File: src/rtl/cam_capture_fmt_pkg.sv
// cam_pkg: shared definitions for the OV7670 capture front end.
//   - pixel format encodings selected by the MODE parameter
//   - capture FSM state type
//   - px_width(): minimum RAM data width a format needs
package cam_pkg;

  localparam int MODE_RGB332 = 0;
  localparam int MODE_RGB444 = 1;
  localparam int MODE_Y8     = 2;

  typedef enum logic [1:0] {
    IDLE     = 2'd0,
    WAIT_VS  = 2'd1,
    WAIT_ACT = 2'd2,
    ACTIVE   = 2'd3
  } cam_state_e;

  function automatic int px_width(input int mode);
    return (mode == MODE_RGB444) ? 12 : 8;
  endfunction

endpackage

File: src/rtl/cam_capture_fmt_if.sv
// cam_capture_fmt_if: camera input bus plus frame-RAM write bus.
//   DATA/HREF/VSYNC            camera -> capture
//   DP_RAM_data_in/addr/regW   capture -> frame RAM write port
// master: camera/RAM side, slave: the capture block.
interface cam_capture_fmt_if #(
  parameter int AW = 15,
  parameter int DW = 8
) ();

  logic [7:0]    DATA;
  logic          HREF;
  logic          VSYNC;
  logic [DW-1:0] DP_RAM_data_in;
  logic [AW-1:0] DP_RAM_addr_in;
  logic          DP_RAM_regW;

  modport master (
    output DATA, HREF, VSYNC,
    input  DP_RAM_data_in, DP_RAM_addr_in, DP_RAM_regW
  );

  modport slave (
    input  DATA, HREF, VSYNC,
    output DP_RAM_data_in, DP_RAM_addr_in, DP_RAM_regW
  );

endinterface

File: src/rtl/cam_capture_fmt_px_pack.sv
// cam_px_pack: combinational two-byte camera pixel -> RAM pixel converter.
//   b1  first byte of the pixel (RGB565 high byte, or Y)
//   b2  second byte of the pixel (RGB565 low byte, or U/V)
//   px  packed pixel, zero-padded in the MSBs up to DW
module cam_px_pack
  import cam_pkg::*;
#(
  parameter int MODE = MODE_RGB332,
  parameter int DW   = 8
) (
  input  logic [7:0]    b1,
  input  logic [7:0]    b2,
  output logic [DW-1:0] px
);

  // Each format keeps only the top bits of every colour channel.
  logic unused_bits;
  assign unused_bits = ^{b1, b2};

  generate
    if (MODE == MODE_RGB444) begin : g_rgb444
      assign px = DW'({b1[7:4], b1[2:0], b2[7], b2[4:1]});
    end else if (MODE == MODE_Y8) begin : g_y8
      assign px = DW'(b1);
    end else begin : g_rgb332
      assign px = DW'({b1[7:5], b1[2:0], b2[4:3]});
    end
  endgenerate

endmodule

File: src/rtl/cam_capture_fmt.sv
// cam_capture_fmt: OV7670 pixel capture into a row-major frame RAM.
//   PCLK        camera pixel clock, all logic on rising edge
//   RST         asynchronous active-high reset
//   arm         request capture of the next full frame (unused when CONT=1)
//   bus         camera DATA/HREF/VSYNC in, RAM data/addr/write strobe out
//   busy        armed or capturing
//   frame_done  one-cycle pulse at end of a captured frame
//   ovf         sticky: pixels or lines beyond IMG_W/IMG_H in this frame
//   frame_cnt   captured frame count, wraps
//
// state    | meaning
// IDLE     | not armed, bytes ignored
// WAIT_VS  | armed, waiting for VSYNC high
// WAIT_ACT | inside VSYNC high, waiting for frame start
// ACTIVE   | capturing lines until VSYNC rises
module cam_capture_fmt
  import cam_pkg::*;
#(
  parameter int IMG_W = 160,
  parameter int IMG_H = 120,
  parameter int AW    = 15,
  parameter int DW    = 8,
  parameter int MODE  = MODE_RGB332,
  parameter int CONT  = 0
) (
  input  logic              PCLK,
  input  logic              RST,
  input  logic              arm,
  cam_capture_fmt_if.slave  bus,
  output logic              busy,
  output logic              frame_done,
  output logic              ovf,
  output logic [7:0]        frame_cnt
);

  localparam int CW = $clog2(IMG_W + 1);
  localparam int RW = $clog2(IMG_H + 1);
  localparam int BW = AW + 1;
  localparam logic [CW-1:0] COL_LIM   = CW'(IMG_W);
  localparam logic [RW-1:0] ROW_LIM   = RW'(IMG_H);
  localparam logic [BW-1:0] LINE_STEP = BW'(IMG_W);

  generate
    if (DW < px_width(MODE) || (2 ** AW) < IMG_W * IMG_H) begin : g_bad_param
      $error("cam_capture_fmt: DW too narrow for MODE or AW too small for frame");
    end
  endgenerate

  cam_state_e    state, state_nx;
  logic          phase;
  logic          href_q;
  logic [7:0]    b1;
  logic [CW-1:0] col;
  logic [RW-1:0] row;
  // One bit wider than AW so base can reach IMG_W*IMG_H after the last line.
  logic [BW-1:0] base;
  logic [DW-1:0] px;

  logic frame_end, sample, line_end, go_active, in_bounds;

  cam_px_pack #(.MODE(MODE), .DW(DW)) u_pack (
    .b1 (b1),
    .b2 (bus.DATA),
    .px (px)
  );

  always_comb begin
    state_nx  = state;
    frame_end = 1'b0;
    sample    = 1'b0;
    line_end  = 1'b0;
    go_active = 1'b0;
    in_bounds = (col < COL_LIM) && (row < ROW_LIM);
    case (state)
      IDLE:     if (arm || CONT != 0) state_nx = WAIT_VS;
      WAIT_VS:  if (bus.VSYNC) state_nx = WAIT_ACT;
      WAIT_ACT: if (!bus.VSYNC) begin
                  state_nx  = ACTIVE;
                  go_active = 1'b1;
                end
      ACTIVE:   if (bus.VSYNC) begin
                  state_nx  = IDLE;
                  frame_end = 1'b1;
                end else begin
                  sample   = bus.HREF;
                  line_end = href_q && !bus.HREF;
                end
      default:  state_nx = IDLE;
    endcase
  end

  assign busy = (state != IDLE);

  always_ff @(posedge PCLK or posedge RST) begin
    if (RST) begin
      state              <= IDLE;
      phase              <= 1'b0;
      href_q             <= 1'b0;
      b1                 <= '0;
      col                <= '0;
      row                <= '0;
      base               <= '0;
      bus.DP_RAM_data_in <= '0;
      bus.DP_RAM_addr_in <= '0;
      bus.DP_RAM_regW    <= 1'b0;
      frame_done         <= 1'b0;
      ovf                <= 1'b0;
      frame_cnt          <= '0;
    end else begin
      state           <= state_nx;
      href_q          <= bus.HREF;
      bus.DP_RAM_regW <= 1'b0;
      frame_done      <= frame_end;
      phase           <= sample ? ~phase : 1'b0;
      if (frame_end) frame_cnt <= frame_cnt + 1'b1;
      if (go_active) ovf <= 1'b0;

      if (frame_end) begin
        col  <= '0;
        row  <= '0;
        base <= '0;
      end else if (sample) begin
        if (!phase) begin
          b1 <= bus.DATA;
        end else if (in_bounds) begin
          bus.DP_RAM_data_in <= px;
          bus.DP_RAM_addr_in <= AW'(base + BW'(col));
          bus.DP_RAM_regW    <= 1'b1;
          col                <= col + 1'b1;
        end else begin
          ovf <= 1'b1;
        end
      end else if (line_end && col != '0) begin
        // Lines that stored nothing (empty, or past IMG_H) do not advance row.
        row  <= row + 1'b1;
        base <= base + LINE_STEP;
        col  <= '0;
      end
    end
  end

endmodule

File: src/flat_wrapper.sv
// flat-port wrapper written by rule: the top's interface ports become plain ports
module cam_capture_fmt_flat import cam_pkg::*;
#(
  parameter int IMG_W = 160,
  parameter int IMG_H = 120,
  parameter int AW    = 15,
  parameter int DW    = 8,
  parameter int MODE  = MODE_RGB332,
  parameter int CONT  = 0
)
  (PCLK, RST, arm, busy, frame_done, ovf, frame_cnt, bus_DATA, bus_HREF, bus_VSYNC, bus_DP_RAM_data_in, bus_DP_RAM_addr_in, bus_DP_RAM_regW);
  cam_capture_fmt_if #(.AW(AW), .DW(DW)) bus_i ();
  input  logic PCLK;
  input  logic RST;
  input  logic arm;
  output logic busy;
  output logic frame_done;
  output logic ovf;
  output logic [7:0] frame_cnt;
  input wire logic [$bits(bus_i.DATA)-1:0] bus_DATA;
  input wire logic [$bits(bus_i.HREF)-1:0] bus_HREF;
  input wire logic [$bits(bus_i.VSYNC)-1:0] bus_VSYNC;
  output wire logic [$bits(bus_i.DP_RAM_data_in)-1:0] bus_DP_RAM_data_in;
  output wire logic [$bits(bus_i.DP_RAM_addr_in)-1:0] bus_DP_RAM_addr_in;
  output wire logic [$bits(bus_i.DP_RAM_regW)-1:0] bus_DP_RAM_regW;
  assign bus_i.DATA = bus_DATA;
  assign bus_i.HREF = bus_HREF;
  assign bus_i.VSYNC = bus_VSYNC;
  assign bus_DP_RAM_data_in = bus_i.DP_RAM_data_in;
  assign bus_DP_RAM_addr_in = bus_i.DP_RAM_addr_in;
  assign bus_DP_RAM_regW = bus_i.DP_RAM_regW;
  cam_capture_fmt #(.IMG_W(IMG_W), .IMG_H(IMG_H), .AW(AW), .DW(DW), .MODE(MODE), .CONT(CONT)) u_core (.PCLK(PCLK), .RST(RST), .arm(arm), .bus(bus_i), .busy(busy), .frame_done(frame_done), .ovf(ovf), .frame_cnt(frame_cnt));
endmodule
File: config.mk
export PLATFORM = sky130hd
export DESIGN_NAME = cam_capture_fmt_flat
export DESIGN_NICKNAME = d
export VERILOG_FILES = /design/src/rtl/cam_capture_fmt_pkg.sv /design/src/rtl/cam_capture_fmt_if.sv /design/src/rtl/cam_capture_fmt_px_pack.sv /design/src/rtl/cam_capture_fmt.sv /design/src/flat_wrapper.sv
export SDC_FILE = /design/constraint.sdc
export NUM_CORES = 1
export LEC_CHECK = 0
export CAP_MARGIN = 10
export CORE_ASPECT_RATIO = 1.75
export CORE_UTILIZATION = 58
export DETAILED_ROUTE_END_ITERATION = 10
export PLACE_DENSITY_LB_ADDON = 0.25
export SLEW_MARGIN = 20
export SYNTH_ARGS = -nofsm -noshare
export SYNTH_HDL_FRONTEND = slang
export SYNTH_SLANG_ARGS = --single-unit
File: constraint.sdc
create_clock -name PCLK -period 4.1 [get_ports PCLK]
set_input_delay 1.23 -clock PCLK [delete_from_list [all_inputs] [get_ports PCLK]]
set_output_delay 1.23 -clock PCLK [all_outputs]
set_load 0.03 [all_outputs]
==> impl_metrics.tcl, run 1 <==
set metrics [dict create \
    status "finished clean" \
    dieArea_sq_um 6010 \
    crit_slowest_cell "clkdlybuf4s50_1" \
    diodes 0 \
    io_buffers 47 \
    drive_above_1_share 0.140 \
    finalHoldViolations 0 \
    htree_levels 3 \
    synth_top_area_frac 0.523 \
    track_usage 0.253 \
    r2r_cells 6 \
    via_per_inst 5.67 \
    ys_async_sr_fraction 1.00 \
    dpl.hpwl_mm 4.67 \
    path_class "input port to register" \
    ys_seq_area_frac 0.523 \
    synth_seq_cells 69 \
    placed_cell_area_sq_um 3840 \
    gp_congestion 0.829 \
    slowest_delay_ps 670 \
    cts_setup_buffers 0 \
    io_pins 48 \
    drtPass1Iterations 4 \
    r2r_end "u_core.bus.DP_RAM_addr_in[8]$_DFFE_PP0P_" \
    cts.sinks 69 \
    fp-row-count 36 \
    slew_headroom 0.493 \
    crit_fanout 23 \
    cts_made_buffers 9 \
    fin_crit_ps 3200 \
    synthCells 303 \
    routed-via-count 2460 \
    drtIter0Drc 83 \
    cts_root_buf "clkbuf_8" \
    fmax_mhz 312 \
    hold_buffers 0 \
    setup_viol 0 \
    die-height_um 102 \
    cts_resized 0 \
    grt_pass1_wl_mm 11.0 \
    grt-ovfl-total 0 \
    drv_cap 0 \
    ys.flop_type "dfrtp_1" \
    cts_tree "done" \
    antenna_left 0 \
    critical_path_required_ps 4350 \
    clk_latency_ps 350 \
    rsz0062_at_grt "no" \
    vdd_drop_max_mv 0.396 \
    worstHoldEndpoint "u_core.bus.DP_RAM_addr_in[13]$_DFFE_PP0P_" \
    areaGrowthSynthToFinish_pct 21.3 \
    hp-start "u_core.bus.DP_RAM_addr_in[13]$_DFFE_PP0P_" \
    start_util 0.596 \
    cp-startpoint "bus_VSYNC" \
    start_kind "input port" \
    first_global_vias 2462 \
    power.total_mw 2.07 \
    ys_warn_count 0 \
    crit_arrival_ps 3460 \
    crit_chain "clkdlybuf4s50_1 > or4b_1 > o221ai_4 > o21ai_0 > a21oi_1" \
    antenna_found_initial 0 \
    drcViolationCount 0 \
    reg2reg_from "u_core.state[1]$_DFFE_PP0P_" \
    power_density_nw_per_um2 517 \
    syn-num-nets 328 \
    grt_max_degree 38 \
    num-nets-final 380 \
    whs_path_depth 2 \
    hold_class "register to register" \
    rrSetupSlack_ps 1790 \
    finish.instance_area_sq_um 4010 \
    die_x_um 59.0 \
    yosys-top-cells-count "69 x dfrtp_1, 28 x nand2_1, 23 x o21ai_0" \
    fp.coreArea_sq_um 5540 \
    cts_buffer_depth 2 \
    min_period_over_period 0.781 \
    routedWlPerCell_um 15.1 \
    max_slew.worst_pin.slew_ps 756 \
    clk_pin_slew_ps 60 \
    slew_violations 0 \
    wl_mm 6.54 \
    netlist_top_cells_area "dfrtp_1 52%, mux2_2 6.5%, ha_1 4.5%" \
    synth_edf_count 0 \
    tns_ps 0 \
    cp-end-kind "register" \
    mappedNetlistArea_sq_um 3300 \
    clock_skew_ps 9.50 \
    yosysMostFrequentCell "dfrtp_1" \
    yosys.area.top_type "dfrtp_1" \
    cellLeakagePower_nw 1.73 \
    syn_avg_cell_area_sq_um 10.9 \
    yosysUniqueCellTypes 45 \
]
-- how the worst max path moves through the flow --
stage | to | slack [ps] | cells after the start
2_1_floorplan | u_core.b1[0]$_DFFE_PP0P_ | 1130 | 1
3_3_place_gp | u_core.row[5]$_DFFE_PP0P_ | 630 | 5
3_5_place_dp | u_core.bus.DP_RAM_addr_in[8]$_DFFE_PP0P_ | 530 | 6
4_1_cts | u_core.bus.DP_RAM_addr_in[8]$_DFFE_PP0P_ | 910 | 6
5_1_grt | u_core.row[5]$_DFFE_PP0P_ | 690 | 5
6_report | u_core.row[3]$_DFFE_PP0P_ | 900 | 5
-- placed cells by master, fill, tap and decap left out, types with 11 or more instances in the layout --
master	instances
clkdlybuf4s50_1	47
nor2_1	11
xnor2_1	13
ha_1	12
clkbuf_8	11
dfrtp_1	69
or3_1	15
nand2_1	28
nand3_1	13
mux2_2	19
a21oi_1	13
o21ai_0	23
-- area by class of cell --
type | instances | area, sq um
multi-input combinational | 213 | 1470
clock inverter | 2 | 10.0
clock buffer | 12 | 155
tap | 76 | 95.1
fill | 422 | 1540
timing repair buffer | 50 | 505
inverter | 12 | 45.0
sequential | 69 | 1730
-- kinds of logic (layout without fill, tap and decap cells) --
kind of cell,count (synthesis),in the layout,share of synthesized area
compound gates,63,63,0.126
xor+xnor,18,18,0.0478
fa+ha+maj,12,12,0.0455
buf+inv,21,76,0.0322
flops,69,69,0.523
mux,20,20,0.0679
simple gates,100,100,0.157
-- worst max-delay path: cells and delay by family --
family                 cells  cell delay, ps
buffers and inverters      1             670
AO/OA/AOI/OAI              3             890
AND/OR/NAND/NOR            1             650
-- report_power, final --
part | leakage, nW | internal (mW) | switching, mW | total (mW)
Sequential | 0.929 | 0.810 | 0.113 | 0.923
Combinational | 0.708 | 0.291 | 0.377 | 0.668
Clock | 0.0881 | 0.244 | 0.237 | 0.481
-- state kept, by name (all words and copies together) (netlist names), 2 cells and up --
name                       count
u_core.col                     8
u_core.row                     7
u_core.b1                      6
u_core.bus.DP_RAM_addr_in     15
u_core.frame_cnt               8
u_core.state                   2
u_core.base                   10
u_core.bus.DP_RAM_data_in      8
-- stage by stage --
stage          setup slack (ps)  instances   util  hold slack, ps
4_1_cts                     907        434  0.723             481
3_3_place_gp                635        420  0.693             462
5_1_grt                     690        434  0.723             499
6_report                    896        434  0.723             474
2_1_floorplan              1130        303      -             455
3_5_place_dp                535        420  0.693             466
-- metal layers --
layer / GRT usage / vias up / part of all wire
met2: 0.435 / 67 / 0.54
li1: - / 1177 / -
met4: 0.141 / 0 / 0.030
met1: 0.265 / 1199 / 0.39
met3: 0.0805 / 17 / 0.042
met5: 0 / - / 0
Power figures use the tool's default switching activity.
==> run 2: changes to the inputs <==
--- a/config.mk
+++ b/config.mk
@@ -7,7 +7,7 @@
 export LEC_CHECK = 0
 export CAP_MARGIN = 10
 export CORE_ASPECT_RATIO = 1.75
-export CORE_UTILIZATION = 58
+export CORE_UTILIZATION = 49
 export DETAILED_ROUTE_END_ITERATION = 10
 export PLACE_DENSITY_LB_ADDON = 0.25
 export SLEW_MARGIN = 20
==> constraint.sdc (replaced) <==
create_clock -name PCLK -period 2.7 [get_ports PCLK]
set_input_delay 0.81 -clock PCLK [delete_from_list [all_inputs] [get_ports PCLK]]
set_output_delay 0.81 -clock PCLK [all_outputs]
set_load 0.03 [all_outputs]
==> run 2 against run 1 <==
Effect of this change:
- combinational power rose by 57%
- clock power rose by 130%
- final area rose by 6.2%
- worst hold slack got worse by 1.8 ps
- critical path depth fell by 1
- sequential share of layout area fell by 2.5 points
- global-route usage fell by 3.1 points
- critical path type is now register to output pin
- largest power group unchanged
==> impl_metrics.tcl, run 2 (synthesis results as in run 1) <==
set metrics [dict create \
    largest_reg_flops 15 \
    die_x_um 64.0 \
    slew_headroom 0.574 \
    min_period_over_period 0.958 \
    rsz0062_at_grt "no" \
    power_density_nw_per_um2 839 \
    cts_buffer_depth 2 \
    grt-ovfl-total 0 \
    final_cell_mix "69 x dfrtp_1, 47 x clkdlybuf4s50_1, 28 x nand2_1" \
    fin_cells 454 \
    tns_ps 0 \
    setup_viol 0 \
    hp-start "u_core.bus.DP_RAM_addr_in[7]$_DFFE_PP0P_" \
    finalWorstSetupSlack_ps 115 \
    routedWlPerCell_um 14.8 \
    rrSetupSlack_ps 520 \
    track_usage 0.221 \
    crit_fanout 3 \
    cts_tree "done" \
    first_global_vias 2653 \
    drtIter0Drc 97 \
    dp_cells 438 \
    hold_class "register to register" \
    diodes 0 \
    cellLeakagePower_nw 1.85 \
    slew_violations 0 \
    areaGrowthSynthToFinish_pct 28.9 \
    routed-via-count 2491 \
    hold_buffers 0 \
    max_slew.worst_pin.slew_ps 622 \
    whs_path_depth 2 \
    switching_share 0.320 \
    worstHoldEndpoint "u_core.bus.DP_RAM_addr_in[7]$_DFFE_PP0P_" \
    finalHoldViolations 0 \
    io_buffers 47 \
    gp_congestion 0.824 \
    drv_cap 0 \
    wl_mm 6.70 \
    cts_made_buffers 9 \
    reg2reg_from "u_core.state[1]$_DFFE_PP0P_" \
    fin_crit_ps 2590 \
    clk_latency_ps 330 \
    io_pins 48 \
    antenna_found_initial 0 \
    p_int_mw 2.43 \
    start_util 0.505 \
    start_kind "register" \
    top_regs "u_core.bus.DP_RAM_addr_in x15, u_core.base x10" \
    status "finished clean" \
    clock_power_share 0.313 \
    fp-row-count 39 \
    drtPass1Iterations 4 \
    crit_arrival_ps 1780 \
    antenna_left 0 \
    grt_pass1_wl_mm 11.9 \
    utilization 0.651 \
    r2r_end "u_core.col[7]$_DFFE_PP0P_" \
    hold_slack_ps 472 \
    drcViolationCount 0 \
    grt_max_degree 54 \
    cts_setup_buffers 0 \
    cts_root_buf "clkbuf_16" \
    critical_path_required_ps 1890 \
    pre_cts_slack_ps 87.5 \
    via_per_inst 5.49 \
    finish.instance_area_sq_um 4250 \
    vdd_drop_max_mv 0.683 \
    cp-end-kind "output pin" \
    clock_skew_ps 6.05 \
    cts.sinks 69 \
    r2r_cells 6 \
    fmax_mhz 387 \
    dpl.hpwl_mm 4.85 \
    switchingPower_mw 1.14 \
    drive_above_1_share 0.167 \
    power_frac_comb 0.295 \
    power.total_mw 3.57 \
    fp.coreArea_sq_um 6540 \
    placed_cell_area_sq_um 3960 \
    top_register "u_core.bus.DP_RAM_addr_in" \
    dieArea_sq_um 7080 \
    cts_resized 0 \
    final_common_cell "dfrtp_1" \
    htree_levels 3 \
    num-nets-final 392 \
    path_class "register to output pin" \
    seq_power_share 0.391 \
    clk_pin_slew_ps 50 \
    die-height_um 111 \
]
[run 2: cell count changes in the layout (fill, tap and decap cells not counted)]
cell,before,now
buf_12,1,3
clkinv_2,2,0
buf_4,2,12
clkbuf_8,11,4
clkbuf_1,1,3
clkbuf_16,0,9
[run 2: worst max-delay path by stage]
stage                     slack, ps  cells after the start                                        to                   startpoint
after floorplan                 150                      1                  u_core.b1[0]$_DFFE_PP0P_                          RST
after global placement          100                      5  u_core.bus.DP_RAM_addr_in[3]$_DFFE_PP0P_                    bus_VSYNC
after detailed placement         90                      5  u_core.bus.DP_RAM_addr_in[3]$_DFFE_PP0P_                    bus_VSYNC
after CTS                       110                      4                                      busy  u_core.state[0]$_DFFE_PP0P_
after global routing             40                      4                                      busy  u_core.state[0]$_DFFE_PP0P_
final                           110                      4                                      busy  u_core.state[0]$_DFFE_PP0P_
[run 2: worst max-delay path, cell delays in order (launching register included)]
cell	delay, ps
dfrtp_1	370
inv_1	90
ha_1	210
inv_1	90
clkdlybuf4s50_1	680
[run 2: power groups by stage]
stage	Sequential [mW]	Clock, mW	Combinational, mW
after detailed placement	1.41	0	1.06
after floorplan	1.56	0	0.510
after CTS	1.40	1.15	1.07
after global placement	1.40	0	1.03
final	1.40	1.12	1.05
after global routing	1.43	1.19	1.16
[run 2: area by class of cell]
| class | count | area [sq um] |
|---|---|---|
| multi-input cells | 213 | 1470 |
| fillers | 550 | 2280 |
| clock buffers | 16 | 292 |
| inverters | 12 | 45.0 |
| flip-flops and latches | 69 | 1730 |
| well taps | 82 | 103 |
| repair buffers | 62 | 621 |
[run 2: routing by layer]
metal	track usage	wire length, um
met5	0	0
met4	0.144	289
met3	0.0548	238
met2	0.374	3550
met1	0.239	2620
==> run 3: changes to the inputs <==
--- a/config.mk
+++ b/config.mk
@@ -13,4 +13,5 @@
 export SLEW_MARGIN = 20
 export SYNTH_ARGS = -nofsm -noshare
 export SYNTH_HDL_FRONTEND = slang
+export SYNTH_HIERARCHICAL = 1
 export SYNTH_SLANG_ARGS = --single-unit
==> run 3 against run 2 <==
Effect of this change:
- flip-flop and latch count unchanged
- non-clock buffer count decreased by 2
- clock power rose by 4%
- synthesized cell count rose by 2.6%
- clock skew fell by 2.1 ps
- setup slack better by 3.3 ps
- routed wire length rose by 0.72%
- utilization is 0.56 points lower
- final area is 0.62% higher
- sequential power is 5% lower
- register-to-register slack improved by 130 ps
==> impl_metrics.tcl, run 3 <==
set metrics [dict create \
    status "finished clean" \
    syn_avg_cell_area_sq_um 11.0 \
    tns_ps 0 \
    clock_skew_ps 3.98 \
    finish.instance_area_sq_um 4280 \
    slew_violations 0 \
    reg2reg_from "u_core/col[1]$_DFFE_PP0P_" \
    wl_mm 6.75 \
    diodes 0 \
    crit_slowest_cell "clkdlybuf4s50_1" \
    fin_crit_ps 2580 \
    cts_resized 0 \
    crit_end "busy" \
    r2r_cells 7 \
    clk_latency_ps 330 \
    final_cell_mix "69 x dfrtp_1, 47 x clkdlybuf4s50_1, 31 x nand2_1" \
    grt_max_degree 70 \
    rrSetupSlack_ps 650 \
    vdd_drop_max_mv 0.591 \
    fp-row-count 39 \
    num-nets-final 386 \
    top_regs "u_core/bus.DP_RAM_addr_in x15, u_core/base x10" \
    path_class "register to output pin" \
    placed_cell_area_sq_um 3980 \
    areaGrowthSynthToFinish_pct 25.4 \
    io_pins 48 \
    max_slew.worst_pin.slew_ps 670 \
    pre_cts_slack_ps 53.7 \
    final_common_cell "dfrtp_1" \
    slowest_delay_ps 660 \
    clk_pin_slew_ps 50 \
    crit_arrival_ps 1770 \
    ys_warn_count 6 \
    power_density_nw_per_um2 779 \
    fmax_mhz 387 \
    rsz0062_at_grt "no" \
    dpl.hpwl_mm 4.69 \
    crit_fanout 4 \
    r2r_end "u_core/col[6]$_DFFE_PP0P_" \
    finalHoldViolations 0 \
    start_kind "register" \
    drive_above_1_share 0.170 \
    largest_reg_flops 15 \
    antenna_found_initial 0 \
    cts.sinks 69 \
    cts_root_buf "clkbuf_16" \
    dieArea_sq_um 7320 \
    drcViolationCount 0 \
    via_per_inst 5.48 \
    whs_path_depth 1 \
    critical_path_required_ps 1890 \
    die-height_um 112 \
    htree_levels 3 \
    cp_common_cell "inv_1" \
    crit_chain "inv_1 > ha_1 > inv_1 > clkdlybuf4s50_1" \
    die_x_um 65.1 \
    cts_buffer_depth 2 \
    cts_tree "done" \
    gp_congestion 0.786 \
    grt_pass1_wl_mm 11.2 \
    routedWlPerCell_um 15.1 \
    io_buffers 47 \
    drv_cap 0 \
    drtIter0Drc 106 \
    routed-via-count 2448 \
    fp.coreArea_sq_um 6640 \
    syn-num-nets 336 \
    hold_class "register to register" \
    fillers 560 \
    cts_made_buffers 9 \
    cp-startpoint "u_core/state[0]$_DFFE_PP0P_" \
    hold_buffers 0 \
    synthCells 311 \
    track_usage 0.204 \
    top_register "u_core/bus.DP_RAM_addr_in" \
    first_global_vias 2491 \
    grt-ovfl-total 0 \
    hold_slack_ps 474 \
    cp-end-kind "output pin" \
    cts_setup_buffers 0 \
    cellLeakagePower_nw 1.89 \
    drtPass1Iterations 4 \
    mappedNetlistArea_sq_um 3410 \
    min_period_over_period 0.956 \
    setup_viol 0 \
    finalWorstSetupSlack_ps 118 \
    antenna_left 0 \
    slew_headroom 0.551 \
    start_util 0.514 \
]
-- run 3: report_power, final --
group	leakage, nW	internal, mW	switching (mW)
logic	0.809	0.385	0.459
registers	0.931	1.20	0.128
clock network	0.147	0.755	0.412
-- run 3: worst min-delay path by stage --
stage / startpoint / end / slack [ps]
after floorplan: u_core/b1[0]$_DFFE_PP0P_ / u_core/b1[0]$_DFFE_PP0P_ / 480
after global placement: u_core/bus.DP_RAM_addr_in[13]$_DFFE_PP0P_ / u_core/bus.DP_RAM_addr_in[13]$_DFFE_PP0P_ / 460
after detailed placement: u_core/bus.DP_RAM_addr_in[8]$_DFFE_PP0P_ / u_core/bus.DP_RAM_addr_in[8]$_DFFE_PP0P_ / 470
after CTS: u_core/bus.DP_RAM_addr_in[8]$_DFFE_PP0P_ / u_core/bus.DP_RAM_addr_in[8]$_DFFE_PP0P_ / 480
after global routing: u_core/frame_cnt[7]$_DFFE_PP0P_ / u_core/frame_cnt[7]$_DFFE_PP0P_ / 500
final: u_core/frame_cnt[7]$_DFFE_PP0P_ / u_core/frame_cnt[7]$_DFFE_PP0P_ / 470
-- run 3: per-stage QoR --
step                instances  utilization  total power [mW]
floorplan                 311            -              1.94
global placement          432        0.600              2.16
detailed placement        432        0.600              2.19
CTS                       447        0.645              3.38
global route              447        0.645              3.50
finish                    447        0.645              3.34
-- run 3: routing by layer --
| layer | part of all wire | vias to the layer above | wire (um) | global-route usage |
|---|---|---|---|---|
| met5 | 0 | - | 0 | 0 |
| met4 | 0.028 | 0 | 187 | 0.116 |
| met3 | 0.028 | 17 | 192 | 0.0498 |
| met2 | 0.54 | 43 | 3630 | 0.356 |
| met1 | 0.41 | 1192 | 2740 | 0.220 |
| li1 | - | 1196 | - | - |
-- run 3: cell type report --
class / instances / area [sq um] / area share
clock inverters: 4 / 47.5 / 0.0111
flip-flops and latches: 69 / 1730 / 0.403
inverters: 11 / 41.3 / 0.00965
multi-input cells: 210 / 1520 / 0.354
repair buffers: 60 / 593 / 0.139
clock buffers: 11 / 253 / 0.0590
well taps: 82 / 103 / 0.0240
-- run 3: worst max-delay path, delay by kind of cell (launching register included) --
kind	cells	cell delay, ps
fa+ha+maj	1	220
buf+inv	3	820
flops	1	400
